**config.mk**
```make
export PLATFORM = sky130hd
export DESIGN_NAME = reimu_shot
export DESIGN_NICKNAME = d
export VERILOG_FILES = /design/src/rtl/reimu_shot.sv
export SDC_FILE = /design/constraint.sdc
export NUM_CORES = 1
export LEC_CHECK = 0
export CELL_PAD_IN_SITES_DETAIL_PLACEMENT = 0
export CELL_PAD_IN_SITES_GLOBAL_PLACEMENT = 1
export CORE_MARGIN = 8
export CORE_UTILIZATION = 36
export DETAILED_ROUTE_END_ITERATION = 6
export PLACE_DENSITY_LB_ADDON = 0.1
export SYNTH_ARGS = -nofsm -noshare
export SYNTH_HDL_FRONTEND = slang
export SYNTH_SLANG_ARGS = --single-unit
```
**constraint.sdc**
```tcl
create_clock -name clk22 -period 4.19 [get_ports clk22]
set_input_delay 1.257 -clock clk22 [delete_from_list [all_inputs] [get_ports clk22]]
set_output_delay 1.257 -clock clk22 [all_outputs]
set_load 0.03 [all_outputs]
```
**src/rtl/reimu_shot.sv**
```systemverilog
// -----------------------------------------------------------------------------
// reimu_shot
//   Player shot generator. Keeps a fixed pool of NSHOT upward-moving shots,
//   spawns new ones at the player position on fire requests (rate-limited by
//   a cooldown counter), retires shots that leave the top of the screen or are
//   hit, and publishes the pool to the renderer and collision stage.
//
// Ports
//   clk22       game tick clock, all state updates on its rising edge
//   rst         synchronous active-high reset, highest priority
//   gameover    clears the pool and cooldown while high
//   fire        fire request level (holding it gives autofire)
//   reimux/y    player position (10 bit each)
//   hit         per-slot kill request from the collision stage
//   shotx/y     slot i position at bits [10i+9:10i]
//   shotvalid   slot i active
//   shot_fired  one-tick pulse on every spawn
//   active_cnt  number of set bits in shotvalid
// -----------------------------------------------------------------------------
module reimu_shot #(
   parameter int         NSHOT    = 4,
   parameter logic [9:0] SPEED    = 10'd8,
   parameter logic [3:0] COOLDOWN = 4'd6,
   parameter logic [9:0] XOFS     = 10'd16,
   parameter logic [9:0] SHOT_H   = 10'd16
) (
   input  logic                 clk22,
   input  logic                 rst,
   input  logic                 gameover,
   input  logic                 fire,
   input  logic [9:0]           reimux,
   input  logic [9:0]           reimuy,
   input  logic [NSHOT-1:0]     hit,
   output logic [10*NSHOT-1:0]  shotx,
   output logic [10*NSHOT-1:0]  shoty,
   output logic [NSHOT-1:0]     shotvalid,
   output logic                 shot_fired,
   output logic [3:0]           active_cnt
);

   logic [NSHOT-1:0] valid_reg;
   logic [NSHOT-1:0] valid_next;
   logic [NSHOT-1:0] spawn_sel;
   logic             any_free;
   logic             parked;
   logic             spawn_ok;
   logic [9:0]       spawn_x;
   logic [9:0]       spawn_y;
   logic [3:0]       cool_reg;
   logic [3:0]       cool_next;
   logic [3:0]       cnt_next;

   // Lowest-index free slot, judged on the pool as registered at the start
   // of the tick, so a slot freed this tick cannot be reused until the next.
   always_comb begin
      spawn_sel = '0;
      any_free  = 1'b0;
      for (int i = 0; i < NSHOT; i++) begin
         if (!valid_reg[i] && !any_free) begin
            spawn_sel[i] = 1'b1;
            any_free     = 1'b1;
         end
      end
   end

   assign parked   = (reimux == 10'd0) && (reimuy == 10'd0);
   assign spawn_ok = fire && (cool_reg == 4'd0) && !parked && any_free;
   assign spawn_x  = reimux + XOFS;
   // Clamp at the top row instead of wrapping below zero.
   assign spawn_y  = (reimuy >= SHOT_H) ? (reimuy - SHOT_H) : 10'd0;

   // A blocked spawn (pool full) leaves the cooldown at zero so the shot
   // goes out on the first tick a slot is free.
   always_comb begin
      cool_next = cool_reg;
      if (spawn_ok) begin
         cool_next = COOLDOWN;
      end else if (cool_reg != 4'd0) begin
         cool_next = cool_reg - 4'd1;
      end
   end

   always_comb begin
      cnt_next = 4'd0;
      for (int i = 0; i < NSHOT; i++) begin
         cnt_next = cnt_next + {3'd0, valid_next[i]};
      end
   end

   generate
      for (genvar gi = 0; gi < NSHOT; gi++) begin : g_slot
         logic       v_reg;
         logic       v_next;
         logic [9:0] x_reg;
         logic [9:0] x_next;
         logic [9:0] y_reg;
         logic [9:0] y_next;

         always_comb begin
            v_next = v_reg;
            x_next = x_reg;
            y_next = y_reg;
            if (v_reg) begin
               if (hit[gi]) begin
                  v_next = 1'b0;
               end else if (y_reg < SPEED) begin
                  v_next = 1'b0;
               end else begin
                  y_next = y_reg - SPEED;
               end
            end else if (spawn_ok && spawn_sel[gi]) begin
               // Freshly spawned shot sits at its spawn row for this tick.
               v_next = 1'b1;
               x_next = spawn_x;
               y_next = spawn_y;
            end
         end

         always_ff @(posedge clk22) begin
            if (rst || gameover) begin
               v_reg <= 1'b0;
               x_reg <= 10'd0;
               y_reg <= 10'd0;
            end else begin
               v_reg <= v_next;
               x_reg <= x_next;
               y_reg <= y_next;
            end
         end

         assign valid_reg[gi]         = v_reg;
         assign valid_next[gi]        = v_next;
         assign shotx[10*gi +: 10]    = x_reg;
         assign shoty[10*gi +: 10]    = y_reg;
      end
   endgenerate

   always_ff @(posedge clk22) begin
      if (rst || gameover) begin
         cool_reg   <= 4'd0;
         shot_fired <= 1'b0;
         active_cnt <= 4'd0;
      end else begin
         cool_reg   <= cool_next;
         shot_fired <= spawn_ok;
         active_cnt <= cnt_next;
      end
   end

   assign shotvalid = valid_reg;

endmodule

```
==> summary.json <==
{
  "synthDistinctLibCells": 59,
  "critPathMaxStageDelay_ns": 0.57,
  "crit_path_cell_trace": "clkdlybuf4s50_1 > or4_4 > buf_4 > nor4_4 > a21oi_2 > nor2_1 > fa_1 > inv_1 > ha_1 > ha_1 > and2_1",
  "worstHoldEndpoint": "g_slot[3].x_reg[7]",
  "drive_above_1_share": 0.112,
  "timing.reg2reg.worst_path_depth": 8,
  "pin_count_of_the_biggest_net_entering_global_routing": 58,
  "post_cts_resize_count": 0,
  "synth_async_sr_flop_share": 0,
  "cts_buffers": 9,
  "worst-endpoint-required_ns": 4.44,
  "n_antenna_cell": 0,
  "area.growth.synth_to_final_pct": 40.0,
  "drtIter0Drc": 465,
  "dr_drc_count": 0,
  "syn_avg_cell_area_um2": 8.03,
  "global_route.overflow_total": 0,
  "hpwlAfterDp_um": 11700,
  "io-pin-count": 117,
  "full_die_area_um2": 16500,
  "path_delay_family": "simple AND/OR/NAND/NOR gates",
  "grt_antenna_before_repair": 0,
  "synthesis.nets": 607,
  "syn-cell-area_um2": 4560,
  "synth_top_flop_cell": "sky130_fd_sc_hd__dfxtp_1",
  "power.ir.vdd_worst_mv": 0.148,
  "reg2reg_setup_slack_ns": 1.49,
  "global_route_wire_length_before_repair_um": 24400,
  "cts_max_path_buffers": 2,
  "critical-path-slowest-cell": "sky130_fd_sc_hd__or4_4",
  "report.final.setup_viol": 0,
  "hold_path_depth": 2,
  "postLayoutCellArea_um2": 6380,
  "worst-slew-pin-transition_ns": 0.895,
  "top_achievable_clock_speed_mhz": 255,
  "r2r_end": "active_cnt[1]",
  "vias": 4671,
  "num-nets-final": 740,
  "numClockSinks": 92,
  "rr_startpoint": "g_slot[1].y_reg[3]",
  "final_setup_skew_ns": 0.00844,
  "layout.cells.most_common": "sky130_fd_sc_hd__clkdlybuf4s50_1",
  "hold_path_start": "g_slot[3].x_reg[7]",
  "antenna_violating_nets_post_route": 0,
  "cts_tree": "yes",
  "die_x_um": 128,
  "most-common-layout-cells": "sky130_fd_sc_hd__clkdlybuf4s50_1 (115), sky130_fd_sc_hd__nand2_1 (102), sky130_fd_sc_hd__dfxtp_1 (92)",
  "critical_path_peak_fanout": 4,
  "viasPerCell": 5.33,
  "synth_sequential_area_ratio": 0.404,
  "critPathMostFrequentCell": "sky130_fd_sc_hd__ha_1",
  "grt_setup_unrepaired": "no",
  "cts-htree-levels": 3,
  "clock_latency_ns": 0.35,
  "floorplan.rows": 41,
  "total_leakage_power_uw": 0.00220,
  "first_global_vias": 4495,
  "grtUsageTotal": 0.190,
  "critical_path.startpoint_type": "input pin",
  "synth-edff-count": 0,
  "worst-setup-path-type": "in -> reg",
  "cts_setup_buffers": 0,
  "post-route-period-util": 0.937,
  "dr.pass1.iters": 5,
  "max_cap_check_violation_count": 0,
  "placement.setup.worst_slack_ns": -0.0804,
  "setup_ws_ns": 0.266,
  "outcome": "completed",
  "crit_buf_inv": 3,
  "placement.cell_area_um2": 6090,
  "post_synth_inst_count": 567,
  "hold_path.class": "reg -> reg",
  "ys_seq_elements": 92,
  "synthesis.yosys.warnings": 0,
  "period_minus_slack_ns": 3.92,
  "buffer_cell_driving_the_clock_tree_root": "sky130_fd_sc_hd__clkbuf_16",
  "clk_pin_slew_ns": 0.08,
  "critical_path_arrival_ns": 4.17,
  "timing.final.max_slew_violations": 0,
  "initial_utilization": 0.365,
  "n_fill_cell": 1216,
  "gp_routability_congestion": 0.901,
  "post_cts_hold_buffer_count": 0,
  "die_y_um": 128,
  "final_number_of_hold_violating_endpoints": 0,
  "finalWirelength_um": 15400,
  "post_drt_wl_per_cell_um": 17.6,
  "max-slew-margin-rel": 0.398,
  "power-per-cell-area_nw_per_um2": 307,
  "port_buf_inserts": 115,
  "setup.worst_path.end_class": "flip-flop",
  "core_area_um2": 12500
}
-- per-stage QoR --
| step | util | std cells | total power, uW | hold slack [ns] | TNS (ns) |
|---|---|---|---|---|---|
| 2_1_floorplan | - | 567 | 1050 | 0.457 | 0 |
| 3_5_place_dp | 0.489 | 861 | 1170 | 0.444 | -0.0804 |
| 3_3_place_gp | 0.489 | 861 | 1170 | 0.439 | -0.000563 |
| 5_1_grt | 0.512 | 877 | 2030 | 0.476 | 0 |
| 4_1_cts | 0.512 | 877 | 1970 | 0.454 | 0 |
| 6_report | 0.512 | 877 | 1960 | 0.453 | 0 |
-- worst max path at each step --
stage | from | endpoint | depth (start not counted)
floorplan | reimuy[7] | active_cnt[1] | 9
global placement | reimuy[7] | active_cnt[1] | 11
detailed placement | reimuy[7] | active_cnt[1] | 11
CTS | reimuy[7] | active_cnt[1] | 11
global route | reimuy[7] | active_cnt[1] | 11
finish | reimuy[7] | active_cnt[1] | 11
-- power breakdown --
group | internal [uW] | switching (uW) | leakage [uW]
registers | 886 | 11.7 | 0.000743
logic | 104 | 148 | 0.00132
clock network | 418 | 394 | 0.000137
total | 1410 | 554 | 0.00220
-- per-layer routing --
metal	vias to the layer above	routed length, um	track usage
li1	2291	-	-
met1	2208	6990	0.249
met2	151	7070	0.293
met3	21	1030	0.0410
met4	0	332	0.0836
met5	-	0	0
-- cells in the mapped netlist, types with 4 or more instances --
library cell / n / area, um2
sky130_fd_sc_hd__or2_2: 4 / 25.0
sky130_fd_sc_hd__nor2_1: 38 / 143
sky130_fd_sc_hd__a211oi_1: 19 / 143
sky130_fd_sc_hd__clkbuf_1: 23 / 86.3
sky130_fd_sc_hd__xnor2_1: 4 / 35.0
sky130_fd_sc_hd__a21oi_1: 62 / 310
sky130_fd_sc_hd__a31oi_1: 7 / 43.8
sky130_fd_sc_hd__o211ai_1: 7 / 52.6
sky130_fd_sc_hd__nor3b_1: 4 / 30.0
sky130_fd_sc_hd__o22ai_1: 5 / 31.3
sky130_fd_sc_hd__dfxtp_1: 92 / 1840
sky130_fd_sc_hd__nor3_1: 19 / 95.1
sky130_fd_sc_hd__o311ai_0: 6 / 52.6
sky130_fd_sc_hd__nand2b_1: 5 / 31.3
sky130_fd_sc_hd__nor2b_1: 8 / 50.1
sky130_fd_sc_hd__o21ai_0: 17 / 85.1
sky130_fd_sc_hd__nand4_1: 6 / 37.5
sky130_fd_sc_hd__and2_1: 5 / 31.3
sky130_fd_sc_hd__ha_1: 11 / 138
sky130_fd_sc_hd__nand3b_1: 4 / 30.0
sky130_fd_sc_hd__buf_4: 5 / 37.5
sky130_fd_sc_hd__xor2_1: 5 / 43.8
sky130_fd_sc_hd__o221ai_1: 4 / 35.0
sky130_fd_sc_hd__or4_1: 9 / 67.6
sky130_fd_sc_hd__inv_1: 22 / 82.6
sky130_fd_sc_hd__o31ai_1: 6 / 45.0
sky130_fd_sc_hd__nand2_1: 102 / 383
sky130_fd_sc_hd__buf_2: 6 / 30.0
sky130_fd_sc_hd__nand3_1: 12 / 60.1
-- kinds of logic after synthesis --
group	after synthesis	synth area share
compound gates	159	0.229
xor+xnor	9	0.0173
fa+ha+maj	12	0.0346
buf+inv	59	0.0593
flops	92	0.404
mux	2	0.00439
other cells	1	0.000823
simple gates	233	0.250
-- tightest hold or removal path, delay by kind of cell (launching register included) --
| family | cells | cell delay (ns) |
|---|---|---|
| flops | 1 | 0.31 |
| simple gates | 1 | 0.05 |
| compound gates | 1 | 0.05 |
-- final cells by class --
class	instances	area, um2	area share
clock buffers	9	225	0.0353
clock inverters	7	63.8	0.0100
inverters	22	82.6	0.0129
multi-input cells	416	2460	0.385
flip-flops and latches	92	1840	0.289
well taps	172	215	0.0337
repair buffers	159	1490	0.234
Note: power is estimated with default switching activity, not from simulation.
